<file path="src/rtl/mips_pkg.sv">
// rtl/mips_pkg.sv - shared MiniMIPS register file constants and requester indices
package mips_pkg;

    localparam int REG_ADDR_W = 3;
    localparam int REG_DATA_W = 32;
    localparam int NUM_REGS   = 8;

    // Writeback requester identities; also the encoding of the round-robin pointer
    typedef enum logic {
        REQ_ALU = 1'b0,
        REQ_MEM = 1'b1
    } req_idx_e;

endpackage

</file>
<file path="src/rtl/mips_age_counter.sv">
// rtl/mips_age_counter.sv - saturating per-requester wait counter with clear
module mips_age_counter #(
    parameter int AGE_W = 4
) (
    input  logic             i_clk,
    input  logic             i_rst,
    input  logic             i_inc,
    input  logic             i_clr,
    output logic [AGE_W-1:0] o_age,
    output logic             o_sat_next
);

    localparam logic [AGE_W-1:0] AGE_MAX = '1;

    logic [AGE_W-1:0] r_age;
    logic [AGE_W-1:0] w_age_next;

    // Clear wins over increment; increment stops at the all-ones value
    always_comb begin
        w_age_next = r_age;
        if (i_clr) begin
            w_age_next = '0;
        end else if (i_inc && (r_age != AGE_MAX)) begin
            w_age_next = r_age + 1'b1;
        end
    end

    // Counter state
    always_ff @(posedge i_clk or posedge i_rst) begin
        if (i_rst) begin
            r_age <= '0;
        end else begin
            r_age <= w_age_next;
        end
    end

    assign o_age      = r_age;
    assign o_sat_next = (w_age_next == AGE_MAX);

endmodule

</file>
<file path="src/rtl/mips_regfile_write_arbiter.sv">
// rtl/mips_regfile_write_arbiter.sv - age/round-robin arbiter for the register file write port
module mips_regfile_write_arbiter
    import mips_pkg::*;
#(
    parameter int DATA_W       = REG_DATA_W,
    parameter int ADDR_W       = REG_ADDR_W,
    parameter int AGE_W        = 4,
    parameter int ZERO_PROTECT = 0
) (
    input  logic                     i_clk,
    input  logic                     i_rst,
    input  logic                     i_req0,
    input  logic [ADDR_W-1:0]        i_reg0,
    input  logic [DATA_W-1:0]        i_data0,
    output logic                     o_gnt0,
    input  logic                     i_req1,
    input  logic [ADDR_W-1:0]        i_reg1,
    input  logic [DATA_W-1:0]        i_data1,
    output logic                     o_gnt1,
    input  logic                     i_stall,
    output logic [ADDR_W-1:0]        o_write_reg,
    output logic [DATA_W-1:0]        o_write_data,
    output logic                     o_signal_reg_write,
    output logic [(1<<ADDR_W)-1:0]   o_busy_mask,
    output logic                     o_starve
);

    localparam int NREG = 1 << ADDR_W;
    localparam logic [NREG-1:0] ONE_BIT = {{(NREG-1){1'b0}}, 1'b1};

    logic [AGE_W-1:0]  w_age0;
    logic [AGE_W-1:0]  w_age1;
    logic              w_sat_next0;
    logic              w_sat_next1;
    logic              w_gnt0;
    logic              w_gnt1;
    logic              w_any_gnt;
    logic              w_will_write;
    logic [ADDR_W-1:0] w_win_reg;
    logic [DATA_W-1:0] w_win_data;
    logic [NREG-1:0]   w_busy_next;

    req_idx_e          r_rr_ptr;
    logic [ADDR_W-1:0] r_write_reg;
    logic [DATA_W-1:0] r_write_data;
    logic              r_signal_reg_write;
    logic [NREG-1:0]   r_busy_mask;
    logic              r_starve;

    mips_age_counter #(.AGE_W(AGE_W)) u_age0 (
        .i_clk      (i_clk),
        .i_rst      (i_rst),
        .i_inc      (i_req0 & ~w_gnt0),
        .i_clr      (~i_req0 | w_gnt0),
        .o_age      (w_age0),
        .o_sat_next (w_sat_next0)
    );

    mips_age_counter #(.AGE_W(AGE_W)) u_age1 (
        .i_clk      (i_clk),
        .i_rst      (i_rst),
        .i_inc      (i_req1 & ~w_gnt1),
        .i_clr      (~i_req1 | w_gnt1),
        .o_age      (w_age1),
        .o_sat_next (w_sat_next1)
    );

    // Grant: lone requester wins; on contention the older wins, ties go to rr_ptr
    always_comb begin
        w_gnt0 = 1'b0;
        w_gnt1 = 1'b0;
        if (!i_rst && !i_stall) begin
            if (i_req0 && i_req1) begin
                if (w_age0 > w_age1) begin
                    w_gnt0 = 1'b1;
                end else if (w_age1 > w_age0) begin
                    w_gnt1 = 1'b1;
                end else if (r_rr_ptr == REQ_ALU) begin
                    w_gnt0 = 1'b1;
                end else begin
                    w_gnt1 = 1'b1;
                end
            end else begin
                w_gnt0 = i_req0;
                w_gnt1 = i_req1;
            end
        end
    end

    assign w_any_gnt    = w_gnt0 | w_gnt1;
    assign w_win_reg    = w_gnt1 ? i_reg1 : i_reg0;
    assign w_win_data   = w_gnt1 ? i_data1 : i_data0;
    assign w_will_write = w_any_gnt && !((ZERO_PROTECT != 0) && (w_win_reg == '0));

    // Pending mask: every held-but-unserved target plus the write about to issue
    always_comb begin
        w_busy_next = '0;
        if (i_req0 && !w_gnt0) begin
            w_busy_next = w_busy_next | (ONE_BIT << i_reg0);
        end
        if (i_req1 && !w_gnt1) begin
            w_busy_next = w_busy_next | (ONE_BIT << i_reg1);
        end
        if (w_will_write) begin
            w_busy_next = w_busy_next | (ONE_BIT << w_win_reg);
        end
    end

    // Round-robin pointer moves to the loser only when both actually competed
    always_ff @(posedge i_clk or posedge i_rst) begin
        if (i_rst) begin
            r_rr_ptr <= REQ_ALU;
        end else if (i_req0 && i_req1 && w_any_gnt) begin
            r_rr_ptr <= w_gnt0 ? REQ_MEM : REQ_ALU;
        end
    end

    // Write stage: capture the winner; address/data hold when nothing is granted
    always_ff @(posedge i_clk or posedge i_rst) begin
        if (i_rst) begin
            r_write_reg        <= '0;
            r_write_data       <= '0;
            r_signal_reg_write <= 1'b0;
        end else if (w_any_gnt) begin
            r_write_reg        <= w_win_reg;
            r_write_data       <= w_win_data;
            r_signal_reg_write <= w_will_write;
        end else begin
            r_signal_reg_write <= 1'b0;
        end
    end

    // Hazard mask and starvation flag
    always_ff @(posedge i_clk or posedge i_rst) begin
        if (i_rst) begin
            r_busy_mask <= '0;
            r_starve    <= 1'b0;
        end else begin
            r_busy_mask <= w_busy_next;
            r_starve    <= w_sat_next0 | w_sat_next1;
        end
    end

    assign o_gnt0             = w_gnt0;
    assign o_gnt1             = w_gnt1;
    assign o_write_reg        = r_write_reg;
    assign o_write_data       = r_write_data;
    assign o_signal_reg_write = r_signal_reg_write;
    assign o_busy_mask        = r_busy_mask;
    assign o_starve           = r_starve;

endmodule

</file>
<file path="config.mk">
export PLATFORM = sky130hd
export DESIGN_NAME = mips_regfile_write_arbiter
export DESIGN_NICKNAME = d
export VERILOG_FILES = /design/src/rtl/mips_pkg.sv /design/src/rtl/mips_age_counter.sv /design/src/rtl/mips_regfile_write_arbiter.sv
export SDC_FILE = /design/constraint.sdc
export NUM_CORES = 1
export LEC_CHECK = 0
export ABC_AREA = 1
export CAP_MARGIN = 20
export CORE_ASPECT_RATIO = 1.4
export CORE_UTILIZATION = 47
export DETAILED_ROUTE_END_ITERATION = 10
export PLACE_DENSITY = 0.86
export RECOVER_POWER = 25
export SYNTH_ARGS = -nofsm -noshare
export SYNTH_HDL_FRONTEND = slang
export SYNTH_HIERARCHICAL = 1
export SYNTH_SLANG_ARGS = --single-unit
</file>
<file path="constraint.sdc">
create_clock -name i_clk -period 4.6 [get_ports i_clk]
set_input_delay 1.15 -clock i_clk [delete_from_list [all_inputs] [get_ports i_clk]]
set_output_delay 1.15 -clock i_clk [all_outputs]
set_load 0.02 [all_outputs]
</file>
Word level (Yosys, flattened, before mapping)
Index checks and enable logic that the tools add are counted.

operators by class
  $add $sub $neg = 2
  multipliers = 0
  divide/modulo/power cells = 0
  order comparisons = 2
  eq/ne operators = 4
  shift operators = 3
  multiplexer cells = 21
  bitwise logic cells = 12
  reduce and logical (&&, ||, !) cells = 11

operator list
  kind                                              number
  two-way mux 32 bit                                1
  two-way mux 8 bit                                 3
  left shift 1 x 3 -> 8 bit (first input constant)  3
  two-way mux 4 bit                                 4
  OR 8 bit                                          2
  two-way mux 1 bit                                 12
  adder 4 x 1 -> 4 bit (second input constant)      2
  equality test 4 bit (second input constant)       2
  greater-than comparator 4 bit                     2
  != test 4 bit (second input constant)             2
  logical AND 1 bit                                 7
  logical NOT 1 bit                                 4
  NOT 1 bit                                         4
  OR 1 bit                                          4
  two-way mux 3 bit                                 1
  AND 1 bit                                         2

word-level totals
  register bits after elaboration = 54
  latch bits = 0
  memory bits (writable) = 0
  ROM bits = 0
  input port bits = 75
  output and inout port bits = 47
  memories = 0

Logic depth before layout (Yosys ltp)
Gate-level depths: netlist of run 1.

  depth after elaboration = 12
  depth in mapped cells = 20
  gate-level depth less buffers = 19

Hierarchy
The synthesis of run 1 kept the hierarchy.

by module, submodules not included
  module                      times used  cells each  area each (um2)
  mips_regfile_write_arbiter  1           387         2,610.0
  mips_age_counter            2           34          242.7

Least setup slack after synthesis of run 1
Ideal clock, no wire load.

  path kind = input-to-output
  start point = input port i_req0
  end point = output port o_gnt0
  arrival = 1,891 ps
  path slack = 1,559 ps
  stages on the path = 5
  path buffers = 1
  cell sequence = buf_2 inv_1 nor2_1 nand2_1 inv_1

between the ends
  cells in the longest elaborated chain, start to end = 3

RTL lines
  element              line                              source
  from (decl)          mips_regfile_write_arbiter.sv:12  input logic i_req0,
  logical AND 1 bit    mips_regfile_write_arbiter.sv:73  if (i_req0 && i_req1) begin
  two-way mux 1 bit *  mips_regfile_write_arbiter.sv:73
  two-way mux 1 bit *  mips_regfile_write_arbiter.sv:72  if (!i_rst && !i_stall) begin
  to (decl)            mips_regfile_write_arbiter.sv:15  output logic o_gnt0,

Every way passes the cells marked *; elsewhere a longest branch is shown, timed or not.

Final worst setup path of run 1
  start point = input port i_rst
  end point = output port o_gnt0

between the ends
  cells in the longest elaborated chain, start to end = 3

RTL lines
  element                      line                              source
  from (decl)                  mips_regfile_write_arbiter.sv:11  input logic i_rst,
  logical NOT 1 bit (no line)  --
  logical AND 1 bit            mips_regfile_write_arbiter.sv:72
  two-way mux 1 bit            mips_regfile_write_arbiter.sv:72

Every way passes these cells.

==> results by group, run 1 <==
Place
  – HPWL Detailed: 6290 um
  – GPL Wtd Cong: 0.933
  – Port bufs: 121

Critical path
  – Crit Path Max Fanout: 9
  – Critical setup path kind: in2out
  – CP peak stage delay: 0.60 ns
  – Crit path launch type: input port
  – Worst path slowest cell: clkdlybuf4s50_1
  – Crit path DAT: 3.23 ns
  – Cell mode on critical path: nor2_1
  – Critical Path RT: about 3.5 ns
  – Critical-path cell list: dlygate4sd3_1 -> nor2_1 -> inv_2 -> nor2_1 -> nand2_1 -> inv_1 -> clkdlybuf4s50_1
  – CP Capture Type: output pin

Synth
  – Synth warn: 6
  – Post-synth top area share: 43.7%
  – Synth area leaders: dfrtp_1 (44%), nand2_1 (31%), nand3_1 (4.4%), nor2_1 (3.5%), inv_1 (3.3%)
  – Syn avg cell area: 6.80 sq um
  – Sequential element share of the synthesized area: a little over two fifths
  – EDFF count, synth: 0
  – Count of cell types in the netlist: 21
  – Top cells by count, synth: nand2_1 (257), dfrtp_1 (54), nor2_1 (29), inv_1 (27), nand3_1 (27)
  – Post-synth top flop: dfrtp_1
  – Yosys reg bits: 54
  – Syn Nets: 536
  – Count leader, synth: nand2_1
  – Post-synthesis cell count: 455
  – Post-synthesis cell area: around 0.0031 sq mm
  – Cell taking the most area after synthesis: dfrtp_1
  – Async set-reset flop share out of synthesis: between 90% and 100%

Drt
  – Vias per cell: 4.95
  – Violation count after the first detailed-routing iteration: 172
  – Total wire length: 8180 um
  – DR WL/cell: 12.7 um
  – DR pass1 iterations: 7
  – Drc violations: 22
  – Vias: between 3000 and 4000
  – Post-DRT Antenna Nets: 0

Clocking
  – Hold buffers post-CTS: 0
  – Setup Buffers After CTS: 0
  – CTS Buf Count: 5
  – Worst skew pair latency: 0.30 ns
  – TritonCTS clock tree: built
  – Clock transition at path regs: 0.09 ns
  – H-tree levels: 2
  – Clk sinks: 54
  – Clock root buffer master: clkbuf_8
  – Post-CTS Resized: 0
  – Max Buffers Root-to-Sink: 2

Global route
  – First-pass GRT wire length: approximately 14000 um
  – Vias in the first global route: 3215
  – Total gr overflow: 0
  – Largest net degree at the start of global routing: 47
  – Antenna violations before repair: 0
  – Global Route Usage Sum: 24.8%

Floorplan
  – Die Y: 98.0 um
  – Die area: 0.00692 sq mm
  – Core area: around 0.0063 sq mm
  – FP Rows: 34
  – IO Pins: 122
  – Die Wd: slightly above 70 um
  – Starting Density: 49.2%

Pwr
  – PD cells: 315 mW/mm^2
  – Peak supply drop: 170 uV
  – Static Leak: 0.00234 uW

STA
  – Worst-Margin Slew: 1.71 ns
  – Setup TNS: 0 ns
  – Min Tclk post-route: approximately 4.4 ns
  – RSZ-0062 raised after global routing: false
  – Fmax: 0.228 GHz
  – Worst hold margin: just under 0.5 ns
  – Slew Limit Fails: 47
  – Clk_skew: ~0.0085 ns
  – Fin. Hold Viols: 0
  – Setup Viol. Count Final: 0
  – Worst slew margin: -14.4%
  – Final period utilization: 95.2%

Cells and area
  – # diodes: 0
  – Largest register FFs: 32
  – Share of cells above drive strength 1: 4.72%
  – Total Nets Final: 652
  – Area growth syn-to-layout: 44.8%

Outcome
  – Failing checks: DRC, capacitance limit, slew limit
  – Status: finished, violations left

Flow run
  – Max Cap Violations: 1

Hold path
  – Worst min path class: reg2reg
## path summary, 6_finish.rpt
kind / start / slack [ns] / cells after the start / endpoint
worst max register to register: u_age0/o_age[3] / 1.76 / 17 / o_starve
worst max-delay path: i_rst / 0.22 / 7 / o_gnt0
min in group asynchronous: i_rst / 1.26 / 2 / u_age0/o_age[1]
max in group asynchronous: i_rst / 1.69 / 2 / o_write_data[30]
worst min-delay path: o_write_data[9] / 0.48 / 2 / o_write_data[9]
worst min register to register: o_write_data[9] / 0.48 / 2 / o_write_data[9]
## power by group
part           leakage, uW  internal (uW)  switching [uW]
combinational      0.00158            217             242
sequential        0.000688            539            34.5
clock            0.0000714            232             148
total              0.00234            988             425
## logic make-up (layout without fill, tap and decap cells)
family | Yosys count | after routing | share of synthesized area, %
AND/OR/NAND/NOR | 331 | 331 | 43.9
adder cells (fa/ha/maj) | 6 | 6 | 2.43
buffers and inverters | 47 | 164 | 6.59
AO/OA/AOI/OAI | 17 | 17 | 3.40
flip-flops | 54 | 54 | 43.7
## placed cells by master, fill, tap and decap left out
cell type | netlist | layout
nand2_1 | 257 | 257
clkdlybuf4s50_1 | 0 | 119
dfrtp_1 | 54 | 54
nor2_1 | 29 | 29
inv_1 | 27 | 27
nand3_1 | 27 | 27
o21a_1 | 8 | 8
a21oi_1 | 6 | 6
ha_1 | 6 | 6
clkbuf_8 | 0 | 6
inv_2 | 5 | 5
nand4_1 | 5 | 5
nand2_4 | 3 | 3
o21ai_0 | 3 | 3
buf_4 | 0 | 3
nor2_2 | 3 | 2
bufinv_16 | 0 | 2
dlygate4sd3_1 | 0 | 2
nand3_2 | 2 | 2
nand3b_1 | 2 | 2
nand2_2 | 1 | 1
nor2_8 | 1 | 1
nor2_4 | 0 | 1
or2_2 | 1 | 1
## final cells by class
class / instances / area (sq um)
Inverter: 32 / 120
Multi-Input combinational cell: 354 / 1550
Tap cell: 72 / 90.1
Fill cell: 509 / 1810
Sequential cell: 54 / 1350
Clock inverter: 2 / 60.1
Clock buffer: 6 / 82.6
Timing Repair Buffer: 124 / 1230
## worst max-delay path: cells and delay by family
| kind | cells | cell delay (ns) |
|---|---|---|
| buf+inv | 4 | 1.41 |
| simple gates | 3 | 0.66 |
## metal layers
metal / GRT usage, % / routed length (um)
met5: 0 / 0
met4: 9.08 / 151
met3: 4.13 / 445
met2: 47.3 / 4370
met1: 27.2 / 3210
## through the flow
step           area [sq um]  setup slack (ns)  util [%]  instances  total power, uW
6_report               4480             0.223      71.2        644             1410
5_1_grt                4480             0.134      71.2        644             1490
4_1_cts                4480             0.312      71.2        644             1430
3_5_place_dp           4340             0.329      68.9        636             1040
3_3_place_gp           4340             0.418      68.9        636             1030
2_1_floorplan          3100              1.56         -        455              813
No activity file was read; power rests on OpenSTA's default activity.
==> inputs of run 2 (changes only) <==
- CORE_ASPECT_RATIO: 1.4 -> 1.2
- HOLD_SLACK_MARGIN: not set -> 0.12
==> run 2 against run 1 <==
  * The flow finishes with violations (capacitance limit, slew limit)
  * Total power fell by 4.4%
  * Via count up 1.0%
  * Highest routed layer unchanged
  * Core utilization decreased by 1.4 points
  * Wire length is 1.0% higher
  * Non-clock buffer count unchanged
  * Count of clock-buffer cells in the layout fell by 1
  * Flip-flop and latch count unchanged
  * Combinational power barely moved
==> results by group, run 2 (same netlist as run 1, synthesis figures left out) <==
Critical path
  – Crit path DAT: 3.16 ns (-0.07 ns)
  – Top delay family on crit path: buffers and inverters
  – Crit path launch type: input port
  – R2r endpoint: o_starve
  – Critical setup path kind: in2out
  – Critical-path cell list: dlygate4sd3_1 -> inv_1 -> nor2_1 -> nand2_1 -> inv_1 -> clkdlybuf4s50_1
  – Reg2Reg Setup Slack: 1.71 ns (-0.05 ns)
  – CP peak stage delay: 0.72 ns (+0.12 ns)
  – CP Capture Type: output pin
  – Worst r2r src: u_age0/o_age[3]
  – Cell mode on critical path: inv_1
  – Critical Path RT: 3.45 ns (about the same)
  – Worst path slowest cell: dlygate4sd3_1
  – Worst Path Buf+Inv: 4 (unchanged)
  – R2R depth: 18 (+1)
  – Crit Path Max Fanout: 10 (+1)

Clocking
  – Worst skew pair latency: 0.31 ns (about the same)
  – Clk sinks: 54 (unchanged)
  – Max Buffers Root-to-Sink: 2 (unchanged)
  – TritonCTS clock tree: built
  – CTS Buf Count: 5 (unchanged)
  – Clock root buffer master: clkbuf_8
  – Setup Buffers After CTS: 0 (unchanged)
  – Post-CTS Resized: 0 (unchanged)
  – Hold buffers post-CTS: 0 (unchanged)
  – Clock transition at path regs: 0.09 ns (about the same)
  – H-tree levels: 2 (unchanged)

Global route
  – Antenna violations before repair: 0 (unchanged)
  – Global Route Usage Sum: 23.9% (-0.91 points)
  – M1 GR Usage: 28.6% (+1.4 points)
  – GRT busiest layer: met2
  – First-pass GRT wire length: 13400 um (-3.4%)
  – Total gr overflow: 0 (unchanged)
  – GRT met2 Usage: 41.1% (-6.2 points)
  – Vias in the first global route: 3085 (-4.0%)
  – Largest net degree at the start of global routing: 47 (unchanged)
  – Met3 usage: 5.35% (+1.2 points)

Cells and area
  – Commonest non-fill, non-tap cell in the layout: nand2_1
  – Multi-input gate area: 0.00155 sq mm (unchanged)
  – Largest register FFs: 32 (unchanged)
  – Final instance area: 0.00447 sq mm (-0.31%)
  – Total Nets Final: 652 (unchanged)
  – Register Area: 0.00135 sq mm (unchanged)
  – # diodes: 0 (unchanged)
  – Most frequent cells in the layout: nand2_1 (257), clkdlybuf4s50_1 (120), dfrtp_1 (54), nor2_1 (29)
  – # fillers: 534 (+4.9%)
  – Final core occ: 69.8% (-1.4 points)
  – Area growth syn-to-layout: 44.4%
  – Share of cells above drive strength 1: 4.72% (unchanged)

STA
  – Worst slew margin: -13.4% (+1.0 points)
  – Min Tclk post-route: 4.31 ns (-0.0706 ns)
  – Clk_skew: 0.00987 ns (+0.00134 ns)
  – Setup TNS: 0 ns (unchanged)
  – Worst-Margin Slew: 1.70 ns (-0.0156 ns)
  – Fmax: 0.232 GHz (+1.6%)
  – Slew Limit Fails: 47 (unchanged)
  – RSZ-0062 raised after global routing: false
  – Setup Viol. Count Final: 0 (unchanged)
  – Final period utilization: 93.6% (-1.5 points)
  – Fin. Hold Viols: 0 (unchanged)

Pwr
  – Clock share of power: 23.5% (-3.4 points)
  – Static Leak: 0.00232 uW (-0.56%)
  – Sw power: 431 uW (+1.6%)
  – Peak supply drop: 153 uV (-10%)
  – Switching share of power: 31.9% (+1.9 points)
  – PD cells: 302 mW/mm^2 (-4.1%)
  – Int Power: 919 uW (-7.0%)
  – Share of power burned in registers: 42.6% (+2.0 points)
  – Logic pwr share: 33.9% (+1.4 points)

Place
  – HPWL Detailed: 6220 um (-1.1%)
  – GPL Wtd Cong: 0.822 (-12%)
  – Dpl cell area: 0.00436 sq mm (+0.37%)
  – Port bufs: 121 (unchanged)

Drt
  – DR WL/cell: 12.6 um (-0.97%)
  – Drc violations: 0 (-100%)
  – Vias: 3218 (+1.0%)
  – Post-DRT Antenna Nets: 0 (unchanged)
  – DR pass1 iterations: 4 (-3)
  – Total wire length: 8270 um (+1.0%)
  – Vias per cell: 4.90 (-0.99%)
  – Violation count after the first detailed-routing iteration: 153 (-11%)

Floorplan
  – Starting Density: 48.3% (-0.85 points)
  – FP Rows: 32 (-5.9%)
  – Die Wd: 76.1 um (+7.8%)
  – Core area: 0.00641 sq mm (+1.7%)
  – Die area: 0.00692 sq mm (about the same)
  – Die Y: 90.9 um (-7.3%)
  – IO Pins: 122 (unchanged)

Hold path
  – Worst min path class: reg2reg
  – Hold path cells: 2 (unchanged)
  – Min-delay src: o_write_data[30]
  – Hold EP: o_write_data[30]

Flow run
  – Max Cap Violations: 1 (unchanged)

Outcome
  – Status: finished, violations left
  – Failing checks: capacitance limit, slew limit
run 2: cell types whose count changed in the layout (fill, tap and decap cells not counted):
cell             previous run  this run
bufinv_16                   2         1
clkbuf_8                    6         5
clkdlybuf4s50_1           119       120
clkinv_2                    0         1
dlygate4sd3_1               2         1
inv_6                       0         1
run 2: worst max-delay path by stage:
| stage | end | from | slack, ns | cells after the start |
|---|---|---|---|---|
| floorplan | o_gnt0 | i_req0 | 1.56 | 5 |
| global placement | o_gnt0 | i_req0 | 0.42 | 6 |
| detailed placement | o_gnt0 | i_req0 | 0.38 | 6 |
| CTS | o_gnt0 | i_req0 | 0.36 | 6 |
| global route | o_gnt0 | i_req0 | 0.15 | 6 |
| finish | o_gnt0 | i_req0 | 0.29 | 6 |
run 2: stage by stage:
stage / instances / setup slack [ns] / total power, uW / hold slack (ns)
after global placement: 649 / 0.416 / 1030 / 0.461
after global routing: 657 / 0.150 / 1430 / 0.501
final: 657 / 0.293 / 1350 / 0.486
after floorplan: 455 / 1.56 / 813 / 0.481
after CTS: 657 / 0.361 / 1370 / 0.490
after detailed placement: 649 / 0.379 / 1050 / 0.464
run 2: layout make-up:
type / count / share of cell area (%)
clock buffers: 5 / 1.54
inverters: 32 / 2.69
repair buffers: 124 / 27.6
clock inverters: 3 / 0.980
flip-flops and latches: 54 / 30.2
well taps: 85 / 2.38
multi-input cells: 354 / 34.6
run 2: worst reg2reg max path, delay by kind of cell (launching register included):
| family | cells | cell delay [ns] |
|---|---|---|
| flops | 1 | 0.44 |
| fa+ha+maj | 1 | 0.30 |
| simple gates | 12 | 1.29 |
| buf+inv | 5 | 0.79 |
run 2: power groups by stage:
stage                     clock [uW]  combinational [uW]  sequential [uW]
after floorplan                    0                 156              657
after detailed placement           0                 461              585
after global routing             346                 499              583
after global placement             0                 451              581
after CTS                        328                 463              575
final                            317                 458              575
run 2: metal layers:
metal / vias to the layer above / wire, um
met5: - / 0
met3: 26 / 524
met2: 132 / 4020
met1: 1442 / 3450
li1: 1618 / -
met4: 0 / 272
==> inputs of run 3 (changes only) <==
- CORE_UTILIZATION: 47 -> 35
- PLACE_DENSITY: 0.86 -> 0.67
- SLEW_MARGIN: not set -> 10
==> run 3 against run 2 <==
  * The flow still finishes with violations (capacitance limit, slew limit)
  * Clock power is 17% lower
  * Core utilization is 17 points lower
  * Highest routed layer unchanged
  * Largest power group unchanged
  * Largest cell class unchanged
  * Combinational power hardly changed
==> results by group, run 3 (same netlist as run 1, synthesis figures left out) <==
Drt
  – DR WL/cell: 11.9 um (-5.5%)
  – Total wire length: 8200 um (-0.74%)
  – DR pass1 iterations: 4 (unchanged)
  – Vias per cell: 4.54 (-7.4%)
  – Vias: 3131 (-2.7%)
  – Post-DRT Antenna Nets: 0 (unchanged)
  – Drc violations: 0 (unchanged)
  – Violation count after the first detailed-routing iteration: 147 (-3.9%)

Pwr
  – Peak supply drop: 156 uV (+1.6%)
  – PD cells: 289 mW/mm^2 (-4.5%)
  – Static Leak: 0.00231 uW (-0.47%)
  – Total power: 1290 uW (-4.1%)

Critical path
  – CP Capture Type: output pin
  – CP Launch Point: i_rst
  – Crit Path Max Fanout: 9 (-1)
  – Worst r2r src: u_age0/o_age[3]
  – Crit path DAT: 3.09 ns (-0.07 ns)
  – Crit path launch type: input port
  – Reg2Reg Setup Slack: 1.81 ns (+0.10 ns)
  – Critical setup path kind: in2out
  – Critical Path RT: 3.45 ns (about the same)

Clocking
  – TritonCTS clock tree: built
  – Setup Buffers After CTS: 0 (unchanged)
  – CTS Buf Count: 5 (unchanged)
  – Max Buffers Root-to-Sink: 2 (unchanged)
  – Clock root buffer master: clkbuf_8
  – Clk sinks: 54 (unchanged)
  – H-tree levels: 2 (unchanged)
  – Worst skew pair latency: 0.30 ns (about the same)
  – Clock transition at path regs: 0.09 ns (about the same)
  – Hold buffers post-CTS: 0 (unchanged)
  – Post-CTS Resized: 0 (unchanged)

Floorplan
  – FP Rows: 37 (+16%)
  – Starting Density: 36.1% (-12 points)
  – Die area: 0.00923 sq mm (+33%)
  – Die Y: 105 um (+16%)
  – IO Pins: 122 (unchanged)
  – Die Wd: 87.9 um (+15%)
  – Core area: 0.00856 sq mm (+34%)

STA
  – Worst hold margin: 0.482 ns (-0.00368 ns)
  – Fmax: 0.236 GHz (+1.6%)
  – RSZ-0062 raised after global routing: false
  – Worst-Margin Slew: 2.08 ns (+0.384 ns)
  – Fin. Hold Viols: 0 (unchanged)
  – Min Tclk post-route: 4.24 ns (-0.0683 ns)
  – Worst slew margin: -38.9% (-25 points)
  – Slew Limit Fails: 41 (-13%)
  – Clk_skew: 0.00753 ns (-0.00234 ns)
  – Final period utilization: 92.1% (-1.5 points)
  – Setup TNS: 0 ns (unchanged)
  – Setup Viol. Count Final: 0 (unchanged)

Hold path
  – Min-delay src: o_write_data[8]
  – Worst min path class: reg2reg

Cells and area
  – Largest register FFs: 32 (unchanged)
  – Register Area: 0.00135 sq mm (unchanged)
  – Multi-input gate area: 0.00154 sq mm (-0.32%)
  – Most frequent cells in the layout: nand2_1 (257), clkdlybuf4s50_1 (120), dfrtp_1 (54), nor2_1 (29)
  – Total Nets Final: 653 (+0.15%)
  – # diodes: 0 (unchanged)
  – # fillers: 828 (+55%)
  – Area growth syn-to-layout: 44.9%
  – Share of cells above drive strength 1: 4.54% (-0.18 points)
  – Commonest non-fill, non-tap cell in the layout: nand2_1

Flow run
  – Max Cap Violations: 1 (unchanged)

Place
  – Port bufs: 121 (unchanged)
  – HPWL Detailed: 6370 um (+2.4%)
  – GPL Wtd Cong: 0.876 (+6.6%)

Global route
  – Vias in the first global route: 2858 (-7.4%)
  – Global Route Usage Sum: 17.8% (-6.1 points)
  – Antenna violations before repair: 0 (unchanged)
  – Largest net degree at the start of global routing: 47 (unchanged)
  – First-pass GRT wire length: 12900 um (-4.1%)
  – Total gr overflow: 0 (unchanged)

Outcome
  – Failing checks: capacitance limit, slew limit
  – Status: finished, violations left
==> run 3: cell types whose count changed in the layout (fill, tap and decap cells not counted) <==
cell       delta
inv_6         -1
bufinv_16     -1
nor2_4        -1
nor2_2        +1
clkbuf_1      +2
clkbuf_8      +1
==> run 3: where the power goes <==
group	total, uW	leakage, uW	internal [uW]	switching (uW)
registers	574	0.000688	539	34.6
logic	458	0.00157	217	241
clock network	263	0.0000482	122	141
total	1290	0.00231	878	417
==> run 3: worst paths after layout <==
| check | end | cells past startpoint |
|---|---|---|
| worst max-delay path | o_gnt0 | 7 |
| max in group asynchronous | o_busy_mask[1] | 3 |
| min in group asynchronous | u_age0/o_age[0] | 2 |
| worst min register to register | o_write_data[8] | 2 |
| worst max register to register | o_starve | 16 |
| worst min-delay path | o_write_data[8] | 2 |
==> run 3: critical path: stages <==
cell,delay [ns]
dlygate4sd3_1,0.58
nor2_1,0.16
inv_2,0.09
nor2_1,0.16
nand2_1,0.21
inv_1,0.13
clkdlybuf4s50_1,0.61
==> run 3: metal layers <==
metal / part of all wire, % / global-route usage (%) / up-vias
met2: 50 / 32.4 / 94
met1: 43 / 21.0 / 1406
li1: - / - / 1624
met3: 6.4 / 3.79 / 7
met5: 0 / 0 / -
met4: 0.79 / 3.51 / 0
==> run 3: through the flow <==
stage                     std cells  setup WS [ns]  cell area [sq um]  util [%]
final                           690          0.362               4490      52.4
after global routing            690          0.245               4490      52.4
after CTS                       689          0.437               4480      52.3
after detailed placement        681          0.445               4390      51.3
after global placement          681          0.501               4390      51.3
after floorplan                 455           1.56               3100         -
==> run 3: final cells by class <==
class / count / share of cell area, %
multi-input cells: 354 / 34.3
clock inverters: 1 / 0.112
flip-flops and latches: 54 / 30.1
inverters: 32 / 2.68
well taps: 117 / 3.26
repair buffers: 125 / 27.6
clock buffers: 7 / 1.92
